--- src/rtl/ctrl_pkg.sv ---
// Shared encodings for the multicycle controller: FSM states, ALU operations,
// datapath mux selects and the data-processing cmd field values.
package ctrl_pkg;

   typedef enum logic [3:0] {
      FETCH    = 4'd0,
      DECODE   = 4'd1,
      MEMADR   = 4'd2,
      MEMREAD  = 4'd3,
      MEMWB    = 4'd4,
      MEMWRITE = 4'd5,
      EXECR    = 4'd6,
      EXECI    = 4'd7,
      ALUWB    = 4'd8,
      BRANCH   = 4'd9
   } state_t;

   localparam logic [1:0] ALU_ADD = 2'b00;
   localparam logic [1:0] ALU_SUB = 2'b01;
   localparam logic [1:0] ALU_AND = 2'b10;
   localparam logic [1:0] ALU_ORR = 2'b11;

   localparam logic [1:0] SRCA_REG = 2'b00;
   localparam logic [1:0] SRCA_PC  = 2'b01;

   localparam logic [1:0] SRCB_WD   = 2'b00;
   localparam logic [1:0] SRCB_IMM  = 2'b01;
   localparam logic [1:0] SRCB_FOUR = 2'b10;

   localparam logic [1:0] RES_ALUOUT    = 2'b00;
   localparam logic [1:0] RES_DATA      = 2'b01;
   localparam logic [1:0] RES_ALURESULT = 2'b10;

   localparam logic [3:0] CMD_ADD = 4'b0100;
   localparam logic [3:0] CMD_SUB = 4'b0010;
   localparam logic [3:0] CMD_AND = 4'b0000;
   localparam logic [3:0] CMD_ORR = 4'b1100;
   localparam logic [3:0] CMD_CMP = 4'b1010;

   localparam logic [1:0] OP_DP  = 2'b00;
   localparam logic [1:0] OP_MEM = 2'b01;
   localparam logic [1:0] OP_BR  = 2'b10;

endpackage

--- src/rtl/cond_check.sv ---
// ARM condition-code evaluation against the saved {N,Z,C,V} flags.
module cond_check (
   input  logic [3:0] cond,
   input  logic [3:0] flags,
   output logic       condEx
);

   logic n, z, c, v;

   assign {n, z, c, v} = flags;

   // Decode the 4-bit condition field; the reserved 1111 encoding never executes
   always_comb begin
      condEx = 1'b0;
      case (cond)
         4'b0000: condEx = z;
         4'b0001: condEx = ~z;
         4'b0010: condEx = c;
         4'b0011: condEx = ~c;
         4'b0100: condEx = n;
         4'b0101: condEx = ~n;
         4'b0110: condEx = v;
         4'b0111: condEx = ~v;
         4'b1000: condEx = c & ~z;
         4'b1001: condEx = ~c | z;
         4'b1010: condEx = (n == v);
         4'b1011: condEx = (n != v);
         4'b1100: condEx = ~z & (n == v);
         4'b1101: condEx = z | (n != v);
         4'b1110: condEx = 1'b1;
         default: condEx = 1'b0;
      endcase
   end

endmodule

--- src/rtl/multicycle_controller.sv ---
// Control unit for the multicycle ARM-subset core: main FSM, instruction
// decoder, flags register and the latched condition result that gates writes.
module multicycle_controller
   import ctrl_pkg::*;
#(
   parameter int STATE_W = 4
) (
   input  logic               clk,
   input  logic               reset,
   input  logic [31:0]        Instr,
   input  logic [3:0]         ALUFlags,
   output logic               PCWrite,
   output logic               MemWrite,
   output logic               RegWrite,
   output logic               IRWrite,
   output logic               AdrSrc,
   output logic [1:0]         RegSrc,
   output logic [1:0]         ALUSrcA,
   output logic [1:0]         ALUSrcB,
   output logic [1:0]         ResultSrc,
   output logic [1:0]         ImmSrc,
   output logic [1:0]         ALUControl,
   output logic [STATE_W-1:0] State
);

   state_t      state, nextState;
   logic [1:0]  op;
   logic [5:0]  funct;
   logic [3:0]  cmd;
   logic        rdIsPc;
   logic [3:0]  flags;
   logic        condEx, condExR;
   logic [1:0]  aluCmd;
   logic        cmdKnown, writesReg, updatesCv;
   logic        pcWriteRaw, memWriteRaw, regWriteRaw, irWriteRaw;
   logic        unusedInstrBits;

   assign op     = Instr[27:26];
   assign funct  = Instr[25:20];
   assign cmd    = funct[4:1];
   assign rdIsPc = (Instr[15:12] == 4'hF);
   assign ImmSrc = op;
   assign State  = STATE_W'(state);
   assign unusedInstrBits = ^{Instr[19:16], Instr[11:0]};

   cond_check uCondCheck (
      .cond   (Instr[31:28]),
      .flags  (flags),
      .condEx (condEx)
   );

   // Data-processing decode: ALU operation plus which side effects the cmd may have
   always_comb begin
      aluCmd    = ALU_ADD;
      cmdKnown  = 1'b0;
      writesReg = 1'b0;
      updatesCv = 1'b0;
      case (cmd)
         CMD_ADD: begin aluCmd = ALU_ADD; cmdKnown = 1'b1; writesReg = 1'b1; updatesCv = 1'b1; end
         CMD_SUB: begin aluCmd = ALU_SUB; cmdKnown = 1'b1; writesReg = 1'b1; updatesCv = 1'b1; end
         CMD_AND: begin aluCmd = ALU_AND; cmdKnown = 1'b1; writesReg = 1'b1; end
         CMD_ORR: begin aluCmd = ALU_ORR; cmdKnown = 1'b1; writesReg = 1'b1; end
         CMD_CMP: begin aluCmd = ALU_SUB; cmdKnown = 1'b1; updatesCv = 1'b1; end
         default: ;
      endcase
   end

   // State register; any reset restarts the instruction at FETCH
   always_ff @(posedge clk or negedge reset) begin
      if (!reset) state <= FETCH;
      else        state <= nextState;
   end

   // Condition result is frozen on leaving DECODE so the instruction's own flag update cannot change its gating
   always_ff @(posedge clk or negedge reset) begin
      if (!reset) begin
         condExR <= 1'b0;
         flags   <= 4'b0000;
      end else begin
         if (state == DECODE) condExR <= condEx;
         if ((state == EXECR || state == EXECI) && condExR && funct[0] && cmdKnown) begin
            flags[3:2] <= ALUFlags[3:2];
            if (updatesCv) flags[1:0] <= ALUFlags[1:0];
         end
      end
   end

   // Next-state and per-state datapath controls; strobes here are later masked by reset
   always_comb begin
      nextState   = FETCH;
      pcWriteRaw  = 1'b0;
      memWriteRaw = 1'b0;
      regWriteRaw = 1'b0;
      irWriteRaw  = 1'b0;
      AdrSrc      = 1'b0;
      RegSrc      = 2'b00;
      ALUSrcA     = SRCA_REG;
      ALUSrcB     = SRCB_WD;
      ResultSrc   = RES_ALUOUT;
      ALUControl  = ALU_ADD;
      case (state)
         FETCH: begin
            nextState  = DECODE;
            irWriteRaw = 1'b1;
            pcWriteRaw = 1'b1;
            ALUSrcA    = SRCA_PC;
            ALUSrcB    = SRCB_FOUR;
            ResultSrc  = RES_ALURESULT;
         end
         DECODE: begin
            ALUSrcA   = SRCA_PC;
            ALUSrcB   = SRCB_FOUR;
            ResultSrc = RES_ALURESULT;
            RegSrc    = {op == OP_MEM, op == OP_BR};
            case (op)
               OP_MEM:  nextState = MEMADR;
               OP_DP:   nextState = funct[5] ? EXECI : EXECR;
               OP_BR:   nextState = BRANCH;
               default: nextState = FETCH;
            endcase
         end
         MEMADR: begin
            nextState  = funct[0] ? MEMREAD : MEMWRITE;
            ALUSrcB    = SRCB_IMM;
            RegSrc[1]  = (op == OP_MEM);
         end
         MEMREAD: begin
            nextState = MEMWB;
            AdrSrc    = 1'b1;
         end
         MEMWRITE: begin
            AdrSrc      = 1'b1;
            memWriteRaw = condExR;
         end
         MEMWB: begin
            ResultSrc   = RES_DATA;
            regWriteRaw = condExR & ~rdIsPc;
            pcWriteRaw  = condExR & rdIsPc;
         end
         EXECR: begin
            nextState  = ALUWB;
            ALUControl = aluCmd;
         end
         EXECI: begin
            nextState  = ALUWB;
            ALUSrcB    = SRCB_IMM;
            ALUControl = aluCmd;
         end
         ALUWB: begin
            regWriteRaw = condExR & writesReg & ~rdIsPc;
            pcWriteRaw  = condExR & writesReg & rdIsPc;
         end
         BRANCH: begin
            ALUSrcB    = SRCB_IMM;
            ResultSrc  = RES_ALURESULT;
            RegSrc     = 2'b01;
            pcWriteRaw = condExR;
         end
         default: nextState = FETCH;
      endcase
   end

   assign PCWrite  = pcWriteRaw  & reset;
   assign MemWrite = memWriteRaw & reset;
   assign RegWrite = regWriteRaw & reset;
   assign IRWrite  = irWriteRaw  & reset;

endmodule

--- config.mk ---
export PLATFORM = sky130hd
export DESIGN_NAME = multicycle_controller
export DESIGN_NICKNAME = d
export VERILOG_FILES = /design/src/rtl/ctrl_pkg.sv /design/src/rtl/cond_check.sv /design/src/rtl/multicycle_controller.sv
export SDC_FILE = /design/constraint.sdc
export NUM_CORES = 1
export LEC_CHECK = 0
export CAP_MARGIN = 0
export CORE_ASPECT_RATIO = 0.7
export CORE_MARGIN = 4
export CORE_UTILIZATION = 30
export DETAILED_ROUTE_END_ITERATION = 10
export PLACE_DENSITY = 0.78
export REMOVE_ABC_BUFFERS = 1
export SYNTH_ARGS = -nofsm -noshare
export SYNTH_HDL_FRONTEND = slang
export SYNTH_SLANG_ARGS = --single-unit
--- constraint.sdc ---
create_clock -name clk -period 3.49 [get_ports clk]
set_input_delay 0.349 -clock clk [delete_from_list [all_inputs] [get_ports clk]]
set_output_delay 0.349 -clock clk [all_outputs]
set_load 0.05 [all_outputs]
# [Word-level counts from Yosys, hierarchy flattened]
# Cells that the tools add are included.
[word_totals] register_bits=9 input_bits=38 out_inout_bits=21 elab_cells=93
[op_classes] eq_ne=32 muxes=20 bitwise=18 n_reduce_logical=19
[op_table] op="4-bit equality test (second input constant)" n=12
[op_table] op="4-bit by 3-bit equality test with 1-bit output (second input constant)" n=9
[op_table] op="4-bit by 2-bit equality test with 1-bit output (second input constant)" n=5
[op_table] op="4-bit one-hot mux with 5 select lines" n=1
[op_table] op="1-bit one-hot mux with 15 select lines" n=1
[op_table] op="4-bit zero test" n=3
[op_table] op="4-bit one-hot mux with 3 select lines" n=1
[op_table] op="1-bit AND" n=11
[op_table] op="2-bit OR reduction" n=5
[op_table] op="1-bit two-way mux" n=9
[op_table] op="3-bit OR reduction" n=3
[op_table] op="4-bit by 1-bit equality test with 1-bit output (second input constant)" n=2
[op_table] op="2-bit one-hot mux with 2 select lines" n=2
[op_table] op="2-bit one-hot mux with 3 select lines" n=1
[op_table] op="1-bit inverter" n=5
[op_table] op="5-bit OR reduction" n=1
[op_table] op="1-bit one-hot mux with 2 select lines" n=2
[op_table] op="1-bit one-hot mux with 4 select lines" n=1
[op_table] op="4-bit OR reduction" n=1
[op_table] op="1-bit logical AND" n=3
[op_table] op="3-bit two-way mux" n=1
[op_table] op="2-bit by 1-bit equality test with 1-bit output (second input constant)" n=1
[op_table] op="2-bit equality test (second input constant)" n=1
[op_table] op="2-bit zero test" n=1
[op_table] op="other kinds (6)" n=7

# [Depth between registers and ports, before layout]
# Gate-level depths: netlist of the first run.
[depth] word_depth=7 mapped_depth=5 ltp_nobuf=4

# [By module]
# A second synthesis of the first run with hierarchy kept.
[unflattened] hier_cells=109 area_unflattened_um2=902.1
[modules_own_cells] mod="multicycle_controller" n_inst=1 cells_per_inst=81 area_each_um2=708.2 seq_area_each_um2=225.2
[modules_own_cells] mod="cond_check" n_inst=1 cells_per_inst=28 area_each_um2=193.9 seq_area_each_um2=0.0

# [Least setup slack after synthesis of the first run]
# OpenSTA, ideal clock, no wires.
[synth_timing] kind="reg2out" from="register state[0], in the netlist State[0]" to="output RegSrc[1]" arrival_ps=2742 required_time_ps=3141 path_slack_ps=399 path_stages_with_launch=5 path_buffers=1 path_cell_list="dfrtp_1 buf_2 nand2b_1 nor2b_1 nor4b_1"
[synth_via] elab_chain_len=3 word_cells_on_any_way=4 classes_between="2 x eq/ne; 1 x mux; 1 x reduce/logical"
[synth_rtl] element="from (decl)" line_no="multicycle_controller.sv:26" rtl="state_t state, nextState;"
[synth_rtl] element="from (signal assigned)" line_no="multicycle_controller.sv:71" rtl="else state <= nextState;"
[synth_rtl] element="4-bit by 1-bit equality test with 1-bit output / 4-bit by 2-bit equality test with 1-bit output (equally long branches)" line_no="multicycle_controller.sv:101" rtl="case (state)"
[synth_rtl] element="2-bit OR reduction (no line) (*)"
[synth_rtl] element="1-bit two-way mux (*)"
[synth_rtl] element="to (decl)" line_no="multicycle_controller.sv:17" rtl="output logic [1:0] RegSrc,"
# Every way passes the cells marked *; elsewhere a longest branch is shown, timed or not.

# [Worst setup path after layout of the first run]
[layout_timing] from="input Instr[23]" to="output PCWrite"
[layout_via] elab_chain_len=7 word_cells_on_any_way=10 classes_between="3 x eq/ne; 2 x mux; 3 x bitwise; 2 x reduce/logical"
[layout_rtl] element="from (decl)" line_no="multicycle_controller.sv:10" rtl="input logic [31:0] Instr,"
[layout_rtl] element="4-bit by 2-bit equality test with 1-bit output, or another cell as far along" line_no="multicycle_controller.sv:58" rtl="case (cmd)"
[layout_rtl] element="4-bit OR reduction (no line) (*)"
[layout_rtl] element="1-bit two-way mux (*)" line_no="multicycle_controller.sv:58"
[layout_rtl] element="1-bit AND (*) (2 in a row)" line_no="multicycle_controller.sv:151" rtl="pcWriteRaw = condExR & writesReg & rdIsPc;"
[layout_rtl] element="1-bit one-hot mux with 4 select lines (*)" line_no="multicycle_controller.sv:101"
[layout_rtl] element="1-bit AND (*)" line_no="multicycle_controller.sv:163" rtl="assign PCWrite = pcWriteRaw & reset;"
[layout_rtl] element="to (decl)" line_no="multicycle_controller.sv:12" rtl="output logic PCWrite,"
# Marks and branches as above.

==> results.md, run 1 <==
* Area Growth Syn to Fin at 43.9%
* Max Freq at approximately 0.34 GHz
* CP endpoint kind: primary output
* CP max FO at 9
* Sequential share of power at around a fifth
* Post-CTS Setup Inserts at 0
* Metal1 wirelength at between 1 and 1.5 mm
* Drt total wl at approximately 2.6 mm
* Period utilization at 83.4%
* Unrepaired setup endpoints after global routing: false
* Number of enable flip-flop cells after synthesis at 0
* GRT overflow at 0
* Global-route wire length before repair at roughly 4.6 mm
* Post-synthesis sequential area ratio at about 23%
* Synthesized cell area at 998 um^2
* Tot Pwr at about 1.1 mW
* # diodes at 0
* Post_cts resized at 0
* Placer Congestion at between 0.8 and 0.9
* Layout cell share with drive strength beyond 1 at under 10%
* Internal power at between 0.4 and 0.5 mW
* Ports at 59
* Ys Warns at 0
* Status: complete, no violations
* Clock sink count at 9
* Port Buffer Count at ~40
* Setup TNS at 0 ns
* Die area at 4330 um^2
* Min cycle time layout at ~2.9 ns
* Library cells used by synthesis at 45
* VDD IR-drop max at 265 uV
* Hold Vio Cnt, Final at 0
* Cells after Synth at between 100 and 150
* Clk Latency, worst-skew pair at 0.23 ns
* PnR worst setup slack at around 0.58 ns
* Top-count cell post-synth: nor2_1
* Clk pwr share at around 11%
* Clock transition at path regs at about 0.050 ns
* Mapped Avg Cell Area at between 7 and 8 um^2
* Die width at approximately 77 um
* Max incr delay on CP at roughly 0.8 ns
* Pre-CTS setup slack at between 0.5 and 0.6 ns
* Antenna violations before repair at 0
* HPWL Detailed at 2.01 mm
* Startpoint types: input pin
* Final Cell Area at between 1000 and 1500 um^2
* Core Area at approximately 3200 um^2
* Area contributors post-synth: dfrtp_1 (23%), nor2_1 (5.6%), buf_4 (4.5%)
* Max-cap violations at 0
* Vert. Die Dim at between 50 and 60 um
* GRT Overall Usage at 12.7%
* WL met3 at between 200 and 250 um
* Worst-margin pin slew at 0.554 ns
* Clock root buffer: clkbuf_8
* CTS Hold Buffers Added at 0
* Critical path arrival at about 2.6 ns
* P_leak at between 0.5 and 0.6 nW
* Hold Path Class: input pin to async pin
* CP Cell Sequence: clkdlybuf4s50_1 -> nand2b_1 -> a31oi_1 -> or3_1 -> a21boi_1 -> clkdlybuf4s50_1
* Cell Area, Placed at roughly 1400 um^2
* Post-synth ARST share at 100%
* # rows at 17
* Synth top area share at a little under a quarter
* Drt first pass iters at 4
* Fillers at approximately 310
* Top Layer Used: met4
* Buf/Inv on CP at 2
* Final ANT Viol Nets at 0
* Num CTS Buffers at 3
* Worst Skew at roughly 0.0012 ns
* Wire per inst at 12.8 um
* Slew headroom at 63.1%
* Post-synth top area cell: dfrtp_1
* Req. time, crit path at between 3 and 4 ns
* Bufs on Longest Clock Path at 2
* TritonCTS clock tree: done
* Drt via density at between 5 and 6
* Post-synthesis register bit count at 9
* Number of global-route vias before repair at ~1.0k
* Most used DFF post-synth: dfrtp_1
* Layout Nets at 204
* Area of the multi-input gates at a little under 700 um^2
* PwrDens at 752 nW/um^2
* Seq. cell area at around 230 um^2
* Switching Share at a little under three fifths
* Synth cell count leaders: nor2_1 (15), nand2_1 (10), dfrtp_1 (9), nor2b_1 (7)
* Drt initial violations at ~110
* Pin count of the biggest net entering global routing at 17
* Final-report setup violation count at 0
* Crit path max-delay family: buffers and inverters
* Reg2reg setup slack at roughly 1.8 ns
* Via Count at 1057
* Fin. max-slew vios at 0
* # H-tree levels at 1
* CP Class: input pin to primary output
* Met2 WL at 1.06 mm
* Most used cell, CP: clkdlybuf4s50_1
* DRC violations left at 0
* Critical-path top delay cell: clkdlybuf4s50_1
* Switch Pwr at between 0.5 and 0.6 mW
* Comb power frac at a little under 70%
* Initial core utilization at a little under a third
-- worst reg2reg max path: stages, from the launching register on --
cell,delay (ns)
dfrtp_1,0.68
nand4bb_4,0.21
nor2_1,0.18
o211ai_1,0.16
mux2_1,0.34
-- power groups by stage --
stage	clock [mW]	sequential [mW]	combinational, mW
after detailed placement	0	0.228	0.730
after floorplan	0	0.271	0.434
after global placement	0	0.228	0.726
final	0.121	0.229	0.729
after CTS	0.124	0.227	0.733
after global routing	0.132	0.238	0.777
-- flip-flops by register name, indices dropped and copies added, names as in the netlist --
signal   cells
flags        4
condExR      1
State        4
-- layer usage --
| metal | vias up | GRT usage, % |
|---|---|---|
| met2 | 39 | 19.1 |
| met5 | - | 0 |
| met1 | 473 | 17.0 |
| met4 | 0 | 3.10 |
| met3 | 4 | 4.97 |
| li1 | 541 | - |
-- per-stage QoR --
stage               utilization [%]  hold WS (ns)  cells
detailed placement             43.9         0.586    199
floorplan                         -        0.0534    119
global placement               43.9         0.578    199
CTS                            45.3         0.425    203
finish                         45.3         0.420    203
global route                   45.3         0.439    203
-- worst paths after layout --
kind / start / endpoint / cells after the start
worst min register to register: flags[0] / flags[0] / 1
worst max-delay path: Instr[23] / PCWrite / 6
min in group clk: flags[0] / flags[0] / 1
worst max register to register: State[1] / flags[1] / 4
max in group asynchronous: reset / flags[2] / 2
worst min-delay path: reset / condExR / 2
-- final cells by class --
type	instances	area share, %
Clock buffer	4	3.14
Inverter	4	1.05
Multi-Input combinational cell	106	47.7
Sequential cell	9	15.7
Tap cell	38	3.31
Timing Repair Buffer	42	29.1
-- placed cells by master (no fill, tap or decap), drive strengths merged, types with 3 or more instances in the layout --
cell type,count
clkdlybuf4s50,41
nor2,15
nand2,11
dfrtp,9
nor2b,7
a21oi,6
nand2b,6
o21ai,6
nor3,5
inv,4
nand3,4
or3,4
a21boi,4
clkbuf,4
nand4,3
mux2i,3
mux2,3
-- kinds of logic (layout without fill, tap and decap cells) --
logic type             after synthesis  in the layout  share of synthesized area [%]
AO/OA/AOI/OAI                       29             29                           20.2
XOR/XNOR                             2              2                           1.75
buffers and inverters               16             50                           8.77
flip-flops                           9              9                           22.6
multiplexers                         6              6                           6.39
other                                1              1                          0.376
AND/OR/NAND/NOR                     68             68                           40.0
Power figures use the tool's default switching activity.
==> run 2, diff against run 1 <==
==> constraint.sdc (replaced) <==
create_clock -name clk -period 2.9 [get_ports clk]
set_input_delay 0.29 -clock clk [delete_from_list [all_inputs] [get_ports clk]]
set_output_delay 0.29 -clock clk [all_outputs]
set_load 0.05 [all_outputs]
==> run 2 against run 1 <==
- worst hold slack lost 0.11 ns
- combinational power up 29%
- power increased by 24%
- highest routed layer unchanged
- largest cell class unchanged
==> results.md, run 2 (synthesized netlist as in run 1, its figures left out) <==
* Comb power frac at 70.3% (was 67.5%)
* Switching Share at 54.5% (was 55.2%)
* Drt total wl at 2.74 mm (was 2.61 mm)
* Vert. Die Dim at 56.3 um (unchanged)
* Wire per inst at 13.4 um (was 12.8 um)
* Dpl cells at 201 (was 199)
* Drt first pass iters at 4 (unchanged)
* CP max FO at 10 (was 9)
* DRC violations left at 0 (unchanged)
* Leading cell types in the layout, fill and taps excluded: clkdlybuf4s50_1 (38), nor2_1 (15), nand2_1 (10) (was clkdlybuf4s50_1 (41), nor2_1 (15), nand2_1 (10))
* Die width at 77.0 um (unchanged)
* TritonCTS clock tree: done (unchanged)
* Drt initial violations at 67 (was 112)
* CP endpoint kind: primary output (unchanged)
* Final-report setup violation count at 0 (unchanged)
* Antenna violations before repair at 0 (unchanged)
* Internal power at 0.608 mW (was 0.483 mW)
* Post-layout util at 46.0% (was 45.3%)
* Req. time, crit path at 2.61 ns (was 3.14 ns)
* Area Growth Syn to Fin at 45.9% (was 43.9%)
* Post_cts resized at 0 (unchanged)
* Number of global-route vias before repair at 987 (was 1033)
* Final Cell Area at 1460 um^2 (was 1440 um^2)
* Layout Nets at 206 (was 204)
* Max Freq at 0.382 GHz
* Placer Congestion at 0.811 (was 0.832)
* Unrepaired setup endpoints after global routing: false (unchanged)
* Bufs on Longest Clock Path at 2 (unchanged)
* VDD IR-drop max at 367 uV (was 265 uV)
* Hold Path Class: input pin to async pin (unchanged)
* Hold Vio Cnt, Final at 0 (unchanged)
* HPWL Detailed at 2.17 mm (was 2.01 mm)
* Pre-CTS setup slack at 0.444 ns (was 0.563 ns)
* # rows at 17 (unchanged)
* Post-CTS Setup Inserts at 0 (unchanged)
* Layout cell share with drive strength beyond 1 at 8.38% (was 5.45%)
* Period utilization at about 90%
* Tot Pwr at 1.34 mW (was 1.08 mW)
* P_leak at 0.557 nW (was 0.538 nW)
* Commonest non-fill, non-tap cell in the layout: clkdlybuf4s50_1 (unchanged)
* Clk pwr share at 11.0% (was 11.2%)
* Status: complete, no violations (unchanged)
* CTS Hold Buffers Added at 0 (unchanged)
* # H-tree levels at 1 (unchanged)
* Global-route wire length before repair at 4.53 mm (was 4.59 mm)
* Final hold slack at 0.310 ns (was 0.420 ns)
* Final ANT Viol Nets at 0 (unchanged)
* Worst Skew at 0.00330 ns (was 0.00118 ns)
* Seq. cell area at 225 um^2 (unchanged)
* Pin count of the biggest net entering global routing at 15 (was 17)
* Area of the multi-input gates at 686 um^2 (unchanged)
* Via Count at 1060 (was 1057)
* Clock transition at path regs at 0.05 ns (about the same)
* Ports at 59 (unchanged)
* Clk Latency, worst-skew pair at 0.23 ns (about the same)
* CP Class: flop to primary output (was input pin to primary output)
* Fin cells at 205 (was 203)
* Clock sink count at 9 (unchanged)
* Die area at 4330 um^2 (unchanged)
* Min cycle time layout at 2.62 ns
* Switch Pwr at 0.727 mW (was 0.596 mW)
* # diodes at 0 (unchanged)
* Fillers at 322 (was 312)
* Max-cap violations at 0 (unchanged)
* Num CTS Buffers at 3 (unchanged)
* Cell Area, Placed at 1410 um^2 (was 1390 um^2)
* Setup TNS at 0 ns (unchanged)
* Fin. max-slew vios at 0 (unchanged)
* Sequential share of power at 18.7% (was 21.2%)
* Reg2Reg Depth at 4 (unchanged)
* Slew headroom at 65.6% (was 63.1%)
* Drt via density at 5.17 (was 5.21)
* PnR worst setup slack at 0.281 ns (was 0.578 ns)
* Core Area at 3170 um^2 (unchanged)
* GRT Overall Usage at 12.8% (was 12.7%)
* Clock root buffer: clkbuf_8 (unchanged)
* GRT overflow at 0 (unchanged)
* Initial core utilization at 31.5% (unchanged)
* Startpoint types: flop (was input pin)
* PwrDens at 917 nW/um^2 (was 752 nW/um^2)
* Critical path arrival at 2.33 ns (was 2.56 ns)
* Port Buffer Count at 41 (unchanged)
* Worst-margin pin slew at 0.515 ns (was 0.554 ns)
run 2: cell types whose count changed in the layout (fill, tap and decap cells not counted):
cell / delta
buf_4: +4
clkdlybuf4s50_1: -3
buf_12: +1
run 2: path summary, 6_finish.rpt:
check	to	from	slack, ns
hold reg to reg	flags[0]	flags[0]	0.62
setup / recovery	RegSrc[1]	State[1]	0.28
max in group asynchronous	flags[1]	reset	2.18
hold / removal	State[1]	reset	0.31
min in group clk	flags[0]	flags[0]	0.62
setup reg to reg	flags[1]	State[3]	1.28
run 2: critical path, stage by stage, from the launching register on:
cell	delay [ns]
dfrtp_1	0.50
nand2b_1	0.28
nor2b_1	0.17
nor4b_1	0.27
clkdlybuf4s50_1	0.86
run 2: power groups by stage:
stage / sequential (mW) / clock (mW) / combinational (mW)
floorplan: 0.326 / 0 / 0.522
global placement: 0.249 / 0 / 0.932
detailed placement: 0.248 / 0 / 0.941
CTS: 0.248 / 0.152 / 0.942
global route: 0.259 / 0.157 / 0.994
finish: 0.249 / 0.147 / 0.939
run 2: final cells by class:
class,count,share of cell area (%)
Inverter,4,1.03
Multi-Input combinational cell,106,47.1
Tap cell,38,3.26
Timing Repair Buffer,44,30.1
Clock buffer,4,3.09
Sequential cell,9,15.5
run 2: routing by layer:
layer  GRT usage [%]  wire length [um]  up-vias  part of all wire, %
li1                -                 -      541                    -
met1            17.8              1420      486                   52
met2            19.1              1190       31                   43
met3            4.17               130        2                  4.7
met4            3.36                 4        0                 0.15
met5               0                 0        -                    0
